### src/rtl/reaction_delay_timer.sv
`default_nettype none
// ============================================================================
// Module  : reaction_delay_timer
// Brief   : Random pre-stimulus wait from an LFSR seed, then reaction-time
//           measurement in ms ticks with false-start and timeout flags.
// Revision: 1.0 - initial release
// ============================================================================
module reaction_delay_timer #(
  parameter int TICK_DIV     = 50000,
  parameter int MIN_DELAY_MS = 1000,
  parameter int DELAY_SHIFT  = 4,
  parameter int TIMEOUT_MS   = 1000,
  parameter int CNT_W        = 16
) (
  input  logic             clk,
  input  logic             res,
  input  logic             start,
  input  logic [7:0]       seed,
  input  logic             seed_valid,
  input  logic             button,
  output logic             led,
  output logic             busy,
  output logic [CNT_W-1:0] rt_ms,
  output logic             rt_valid,
  output logic             false_start,
  output logic             timeout
);

  localparam int               c_PRE_W     = (TICK_DIV > 1) ? $clog2(TICK_DIV) : 1;
  localparam logic [c_PRE_W-1:0] c_PRE_LAST = c_PRE_W'(TICK_DIV - 1);
  localparam logic [c_PRE_W-1:0] c_PRE_ONE  = c_PRE_W'(1);
  localparam logic [CNT_W-1:0] c_CNT_ONE   = CNT_W'(1);
  localparam logic [CNT_W-1:0] c_MIN_DELAY = CNT_W'(MIN_DELAY_MS);
  localparam logic [CNT_W-1:0] c_TO_MS     = CNT_W'(TIMEOUT_MS);
  localparam logic [CNT_W-1:0] c_TO_LAST   = CNT_W'(TIMEOUT_MS - 1);

  typedef enum logic [1:0] {
    S_IDLE  = 2'd0,
    S_SEED  = 2'd1,
    S_DELAY = 2'd2,
    S_ARMED = 2'd3
  } state_t;

  state_t             r_state;
  state_t             w_state_nxt;

  logic               r_btn_meta;
  logic               r_btn_sync;
  logic               r_btn_prev;
  logic               w_press;

  logic [c_PRE_W-1:0] r_presc;
  logic [CNT_W-1:0]   r_ms_cnt;
  logic [CNT_W-1:0]   r_delay_ms;
  logic [CNT_W-1:0]   w_seed_delay;
  logic               w_tick;
  logic               w_delay_done;
  logic               w_timeout_hit;

  logic               w_cnt_clr;
  logic               w_load_delay;
  logic               w_clr_results;
  logic               w_set_fs;
  logic               w_set_rt;
  logic               w_set_to;

  logic [CNT_W-1:0]   r_rt_ms;
  logic               r_rt_valid;
  logic               r_false_start;
  logic               r_timeout;

  // Button is asynchronous: two-flop synchroniser plus edge detector.
  always_ff @(posedge clk) begin
    if (res) begin
      r_btn_meta <= 1'b0;
      r_btn_sync <= 1'b0;
      r_btn_prev <= 1'b0;
    end else begin
      r_btn_meta <= button;
      r_btn_sync <= r_btn_meta;
      r_btn_prev <= r_btn_sync;
    end
  end

  assign w_press       = r_btn_sync & ~r_btn_prev;
  assign w_tick        = (r_presc == c_PRE_LAST);
  assign w_seed_delay  = c_MIN_DELAY + (CNT_W'(seed) << DELAY_SHIFT);
  assign w_delay_done  = w_tick && (r_ms_cnt == (r_delay_ms - c_CNT_ONE));
  assign w_timeout_hit = w_tick && (r_ms_cnt == c_TO_LAST);

  always_ff @(posedge clk) begin
    if (res) begin
      r_state <= S_IDLE;
    end else begin
      r_state <= w_state_nxt;
    end
  end

  always_comb begin
    w_state_nxt   = r_state;
    w_cnt_clr     = 1'b0;
    w_load_delay  = 1'b0;
    w_clr_results = 1'b0;
    w_set_fs      = 1'b0;
    w_set_rt      = 1'b0;
    w_set_to      = 1'b0;
    case (r_state)
      S_IDLE: begin
        if (start) begin
          w_state_nxt   = S_SEED;
          w_clr_results = 1'b1;
        end
      end
      S_SEED: begin
        if (seed_valid) begin
          w_state_nxt  = S_DELAY;
          w_load_delay = 1'b1;
          w_cnt_clr    = 1'b1;
        end
      end
      S_DELAY: begin
        // An early press beats a coincident final tick.
        if (w_press) begin
          w_state_nxt = S_IDLE;
          w_set_fs    = 1'b1;
        end else if (w_delay_done) begin
          w_state_nxt = S_ARMED;
          w_cnt_clr   = 1'b1;
        end
      end
      S_ARMED: begin
        if (w_press) begin
          w_state_nxt = S_IDLE;
          w_set_rt    = 1'b1;
        end else if (w_timeout_hit) begin
          w_state_nxt = S_IDLE;
          w_set_to    = 1'b1;
        end
      end
      default: w_state_nxt = S_IDLE;
    endcase
  end

  // Timebase only runs in DELAY/ARMED and restarts on entry to each.
  always_ff @(posedge clk) begin
    if (res || w_cnt_clr || !((r_state == S_DELAY) || (r_state == S_ARMED))) begin
      r_presc  <= '0;
      r_ms_cnt <= '0;
    end else if (w_tick) begin
      r_presc  <= '0;
      r_ms_cnt <= r_ms_cnt + c_CNT_ONE;
    end else begin
      r_presc  <= r_presc + c_PRE_ONE;
    end
  end

  always_ff @(posedge clk) begin
    if (res) begin
      r_delay_ms <= '0;
    end else if (w_load_delay) begin
      r_delay_ms <= w_seed_delay;
    end
  end

  always_ff @(posedge clk) begin
    if (res) begin
      r_rt_ms       <= '0;
      r_rt_valid    <= 1'b0;
      r_false_start <= 1'b0;
      r_timeout     <= 1'b0;
    end else begin
      if (w_clr_results) begin
        r_rt_valid    <= 1'b0;
        r_false_start <= 1'b0;
        r_timeout     <= 1'b0;
      end
      if (w_set_fs) begin
        r_false_start <= 1'b1;
      end
      if (w_set_rt) begin
        r_rt_ms    <= r_ms_cnt;
        r_rt_valid <= 1'b1;
      end
      if (w_set_to) begin
        r_rt_ms   <= c_TO_MS;
        r_timeout <= 1'b1;
      end
    end
  end

  assign led         = (r_state == S_ARMED);
  assign busy        = (r_state != S_IDLE);
  assign rt_ms       = r_rt_ms;
  assign rt_valid    = r_rt_valid;
  assign false_start = r_false_start;
  assign timeout     = r_timeout;

endmodule
`default_nettype wire

### config.mk
export PLATFORM = sky130hd
export DESIGN_NAME = reaction_delay_timer
export DESIGN_NICKNAME = d
export VERILOG_FILES = /design/src/rtl/reaction_delay_timer.sv
export SDC_FILE = /design/constraint.sdc
export NUM_CORES = 1
export LEC_CHECK = 0
export ABC_AREA = 1
export BUFFER_PORTS_ARGS = -buffer_cell sky130_fd_sc_hd__buf_2
export CORE_MARGIN = 2
export CORE_UTILIZATION = 50
export CTS_CLUSTER_SIZE = 20
export DETAILED_ROUTE_END_ITERATION = 12
export PLACE_DENSITY = 0.7
export SLEW_MARGIN = 40
export SYNTH_ARGS = -nofsm -noshare
export SYNTH_HDL_FRONTEND = slang
export SYNTH_SLANG_ARGS = --single-unit
### constraint.sdc
create_clock -name clk -period 2.57 [get_ports clk]
set_input_delay 0.1285 -clock clk [delete_from_list [all_inputs] [get_ports clk]]
set_output_delay 0.1285 -clock clk [all_outputs]
set_load 0.02 [all_outputs]
After elaboration in Yosys (flattened, before gate mapping):

Index checks and enable logic that the tools add are counted.
W data, S select, Z words.

* add/subtract/negate cells: 4
* eq/ne operators: 10
* multiplexer cells: 26
* bitwise logic cells: 2
* reduce and logical (&&, ||, !) cells: 15

Operators by type and width (count)
* $add A16 B1 Y16 const B: 2
* $mux W10: 2
* $eq A16 B10 Y1 const B: 1
* $eq A16 B16 Y1: 1
* $eq A16 B16 Y1 const B: 1
* $mux W1: 16
* $sub A16 B1 Y16 const B: 1
* $add A10 B12 Y13 const A: 1
* $mux W2: 6
* $reduce_bool A2 Y1: 5
* $pmux W2 S4: 1
* $eq A2 B2 Y1 const B: 2
* $ne A2 B2 Y1 const B: 2
* $reduce_and A4 Y1: 1
* $reduce_or A2 Y1: 2
* $logic_or A1 B1 Y1: 3
* $ne A3 B1 Y1 const B: 1
* $ne A3 B3 Y1 const B: 1
* $eq A2 B1 Y1 const B: 1
* $logic_and A1 B1 Y1: 2
* $logic_not A2 Y1: 1
* $pmux W1 S2: 1
* $and A1 B1 Y1: 1
* $logic_not A1 Y1: 1
* $not A1 Y1: 1

* register bits after elaboration: 72
* input bits: 13
* output and inout bits: 21
* logic and storage cells: 69

Logic depth before layout (Yosys ltp):

* word-level depth: 9
* mapped depth: 18
* depth with buffers taken out: 17

Worst setup path before layout:

OpenSTA, ideal clock, no wires.

* kind: register to register
* start point: reg r_delay_ms[3]
* end point: reg r_presc[13]
* arrival: 1.752 ns
* data required time: 2.452 ns
* setup slack: 0.699 ns
* cell stages (with the launch flop): 18
* buffers on the path: 1
* clock period less this slack: 1.871 ns
* path through: dfxtp_1 -> inv_1 -> ha_1 -> nand2_1 -> nand2_1 -> nor2_1 -> nand2_1 -> nor2_1 -> nand2_1 -> nor2_1 -> nand2_1 -> nor2_1 -> nand3_1 -> nand2_1 -> nand2_2 -> nand3_4 -> buf_12 -> nor2_2

* cells in the longest elaborated chain, start to end: 9

RTL lines
* start: declaration: line 54 `logic [CNT_W-1:0] r_delay_ms;`
* start signal: assignment: line 161 `r_delay_ms <= w_seed_delay;`
* $sub A16 B1 Y16: line 88 `assign w_delay_done = w_tick && (r_ms_cnt == (r_delay_ms - c_CNT_ONE));`
* $eq A16 B16 Y1: line 88
* $logic_and A1 B1 Y1: line 88
* $mux W1: line 126 `end else if (w_delay_done) begin`
* $mux W1: line 123 `if (w_press) begin`
* $pmux W1 S2: line 107 `case (r_state)`
* $logic_or A1 B1 Y1 (2 in a row): line 146 `if (res || w_cnt_clr || !((r_state == S_DELAY) || (r_state == S_ARMED))) begin`
* $reduce_or A2 Y1 (no line)
* end signal: assignment: line 153 `r_presc <= r_presc + c_PRE_ONE;`
* end: declaration: line 52 `logic [c_PRE_W-1:0] r_presc;`

Every way passes these cells.
A chain may end at the register's enable or synchronous reset.

Worst setup path after layout:

* start point: reg r_delay_ms[3]
* end point: reg r_ms_cnt[14]

* cells in the longest elaborated chain, start to end: 8

RTL lines
* $sub A16 B1 Y16: line 88
* $eq A16 B16 Y1: line 88
* $logic_and A1 B1 Y1: line 88
* $mux W1: line 126
* $mux W1: line 123
* $pmux W1 S2: line 107
* $logic_or A1 B1 Y1 (2 in a row): line 146
* end signal: assignment: line 151 `r_ms_cnt <= r_ms_cnt + c_CNT_ONE;`
* end: declaration: line 53 `logic [CNT_W-1:0] r_ms_cnt;`

Every way passes these cells.

==> out/summary.txt <==
Status = completed
RSZ-0062 raised after global routing = false
Post-route non-filler standard cell count = 666
Synthesis-to-finish area growth = 11.9%
Area of the core = 7180 um2
Cell count after synthesis = 528
Slew Limit Fails = 0
CP arrival = 2.34 ns
Total power draw = 0.00300 W
Post-cts sizing count = 0
Number of routed nets with antenna violations = 0
Die Span X = 89.5 um
Max Root-Sink Buffers = 2
Rows = 31
Total Die Area = 8010 um2
CTS tree = built
Most common cell on crit path = nand2_1
Hold Crit Class = in -> reg
Max VDD drop = 677 uV
Synth Register Bits = 66
H-tree Lvls = 3
Min Tclk post-route = 2.11 ns
Setup CP Type = reg -> reg
Final period util = 82.1%
Share of cells above drive strength 1 = 15.7%
DRC = 0
Setup_tns = 0 ns
Diodes inserted = 0
Vias in the first global route = 3177
DP Wirelength = 6170 um
First-pass DRT Iterations = 4
# IOs = 34
CP max stage cell = dfxtp_1
Fmax = 0.474 GHz
Synthesized area per cell = 6.92 um2
Initial antenna violation count = 0
Req. time, crit path = 2.80 ns
Initial DRC Count = 222
Clock skew = 0.0116 ns
Clk_lat worst skew = 0.35 ns
Number of CTS-inserted buffers = 9
Total grt overflow = 0
Clk root buf = clkbuf_8
Pwr dens = 734 nW/um2
All-Layer GR Usage = 22.7%
Routed len/inst = 12.4 um
Clk sinks = 66
Hold Buf Count CTS = 1
Final worst slack = 0.459 ns
Post CTS Setup Buffer Count = 0
Leakage Power = 1.71 nW
Port Buffers = 33
Setup crit start kind = flop
Area after DPL = 3880 um2
Largest net degree at the start of global routing = 24
Synth Cell Area = 3660 um2
Final instance area = 4090 um2
Yosys warns = 0
Vias = 3339
Cell Chain, Critical Path = inv_1, ha_1, nand2_1, nand2_1, nor2_1, nand2_1, nor2_1, nand2_1, nor2_1, nand2_1, nor2_1, nand3_1, nand2_1, nand2_2, nand2_4, nor2_1
Worst relative slew slack = 53.0%
Die height = 89.5 um
Final Hold Viols = 0
Post-synthesis cell type count = 35
Via density = 5.01
First-pass GRT wire length = 14000 um
# fillers = 704
GP Congestion = 0.895
Crit end category = flop
NumNets Final = 584
Max-cap violations = 0
Pre-CTS WS = 0.487 ns
Slew of the pin with the lowest slew margin = 0.703 ns
Starting Density = 51.0%
Sequential element share of the synthesized area = 36.1%
Final setup vio count = 0
CTS clk-pin slew, worst paths = 0.08 ns
CP max FO = 16
Post-Syn Nets = 550
Inst Count DP = 649
Routed wire length = 8260 um
Critical Path Max Stage Delay = 0.33 ns
synth_stat cells:
| cell type | n | share of area (%) |
|---|---|---|
| a21oi_1 | 37 | 5.1 |
| a31oi_1 | 3 | 0.51 |
| and3_1 | 1 | 0.17 |
| buf_12 | 1 | 0.55 |
| buf_2 | 4 | 0.55 |
| buf_8 | 1 | 0.41 |
| clkbuf_1 | 7 | 0.72 |
| clkinv_1 | 2 | 0.21 |
| dfxtp_1 | 66 | 36 |
| ha_1 | 9 | 3.1 |
| inv_1 | 78 | 8.0 |
| inv_2 | 1 | 0.10 |
| nand2_1 | 108 | 11 |
| nand2_2 | 2 | 0.34 |
| nand2_4 | 1 | 0.31 |
| nand3_1 | 40 | 5.5 |
| nand3_2 | 2 | 0.55 |
| nand3_4 | 1 | 0.48 |
| nand3b_1 | 1 | 0.21 |
| nand4_1 | 3 | 0.51 |
| nor2_1 | 62 | 6.4 |
| nor2_2 | 25 | 4.3 |
| nor2_4 | 2 | 0.62 |
| nor3_1 | 12 | 1.6 |
| nor3_2 | 2 | 0.55 |
| nor3b_2 | 1 | 0.34 |
| nor4_1 | 1 | 0.17 |
| nor4_2 | 1 | 0.34 |
| o211ai_1 | 1 | 0.21 |
| o21ai_0 | 14 | 1.9 |
| o21ai_1 | 1 | 0.14 |
| o21bai_1 | 2 | 0.41 |
| o22ai_1 | 1 | 0.17 |
| xnor2_1 | 7 | 1.7 |
| xor2_1 | 28 | 6.7 |
logic make-up (layout without fill, tap and decap cells):
| family | count (synthesis) | after routing | synth area share, % |
|---|---|---|---|
| DFF | 66 | 66 | 36.1 |
| and+or+nand+nor | 265 | 265 | 33.4 |
| xor gates and xnor gates | 35 | 35 | 8.38 |
| buffers and inverters | 94 | 133 | 10.5 |
| AOI/OAI and AO/OA | 59 | 59 | 8.42 |
| adders and majority gates | 9 | 9 | 3.08 |
critical path: cells and delay by family, from the launching register on:
kind,cells,cell delay (ns)
flip-flops,1,0.33
AND/OR/NAND/NOR,14,1.21
buffers and inverters,1,0.10
adder cells (fa/ha/maj),1,0.33
layer usage:
| metal | up-vias | global-route usage [%] | part of all wire, % | routed length (um) |
|---|---|---|---|---|
| li1 | 1713 | - | - | - |
| met1 | 1526 | 28.2 | 46 | 3770 |
| met2 | 80 | 37.5 | 47 | 3890 |
| met3 | 20 | 6.37 | 5.2 | 430 |
| met4 | 0 | 8.68 | 2.0 | 163 |
| met5 | - | 0 | 0 | 0 |
stage by stage:
step	hold WS, ns	util (%)
finish	0.0454	57.0
global route	0.0434	57.0
CTS	0.0290	57.0
detailed placement	0.342	54.1
global placement	0.332	54.1
floorplan	0.235	-
power by group:
group | internal, W | switching, W
clock network | 0.000476 | 0.000416
registers | 0.00108 | 0.0000639
logic | 0.000329 | 0.000640
total | 0.00188 | 0.00112
sequential cells by signal (all words and copies together) (netlist names):
signal and count:
r_btn_sync 1, r_state 2, r_btn_prev 1, r_delay_ms 10
r_btn_meta 1, r_ms_cnt 16, timeout 1, rt_valid 1
false_start 1, rt_ms 16, r_presc 16
placed cells by master, fill, tap and decap left out, types with 2 or more instances in the layout:
cell / n
nand2_1: 108
inv_1: 78
dfxtp_1: 66
nor2_1: 62
nand3_1: 40
a21oi_1: 37
buf_2: 33
xor2_1: 28
nor2_2: 25
o21ai_0: 14
nor3_1: 12
clkbuf_8: 10
ha_1: 9
xnor2_1: 7
nand4_1: 3
a31oi_1: 3
clkinv_1: 2
nand2_2: 2
nand3_2: 2
nor2_4: 2
o21bai_1: 2
nor3_2: 2
clkinv_2: 2
buf_4: 2
final timing paths:
kind                                     from            end  slack, ns  cells after the start
worst max-delay path            r_delay_ms[3]   r_ms_cnt[14]       0.46                     16
worst min-delay path                  seed[5]  r_delay_ms[9]       0.05                      3
worst max register to register  r_delay_ms[3]   r_ms_cnt[14]       0.46                     16
worst min register to register     r_btn_meta     r_btn_sync       0.41                      2
cell type report:
type                            instances  area [um2]  area share [%]
Clock buffer                           10         138            3.36
Clock inverter                          6        65.1            1.59
Inverter                               81         304            7.43
Multi-Input combinational cell        368        1950            47.6
Sequential cell                        66        1320            32.3
Tap cell                               99         124            3.03
Timing Repair Buffer                   36         190            4.65
(Power assumes the default switching activity.)
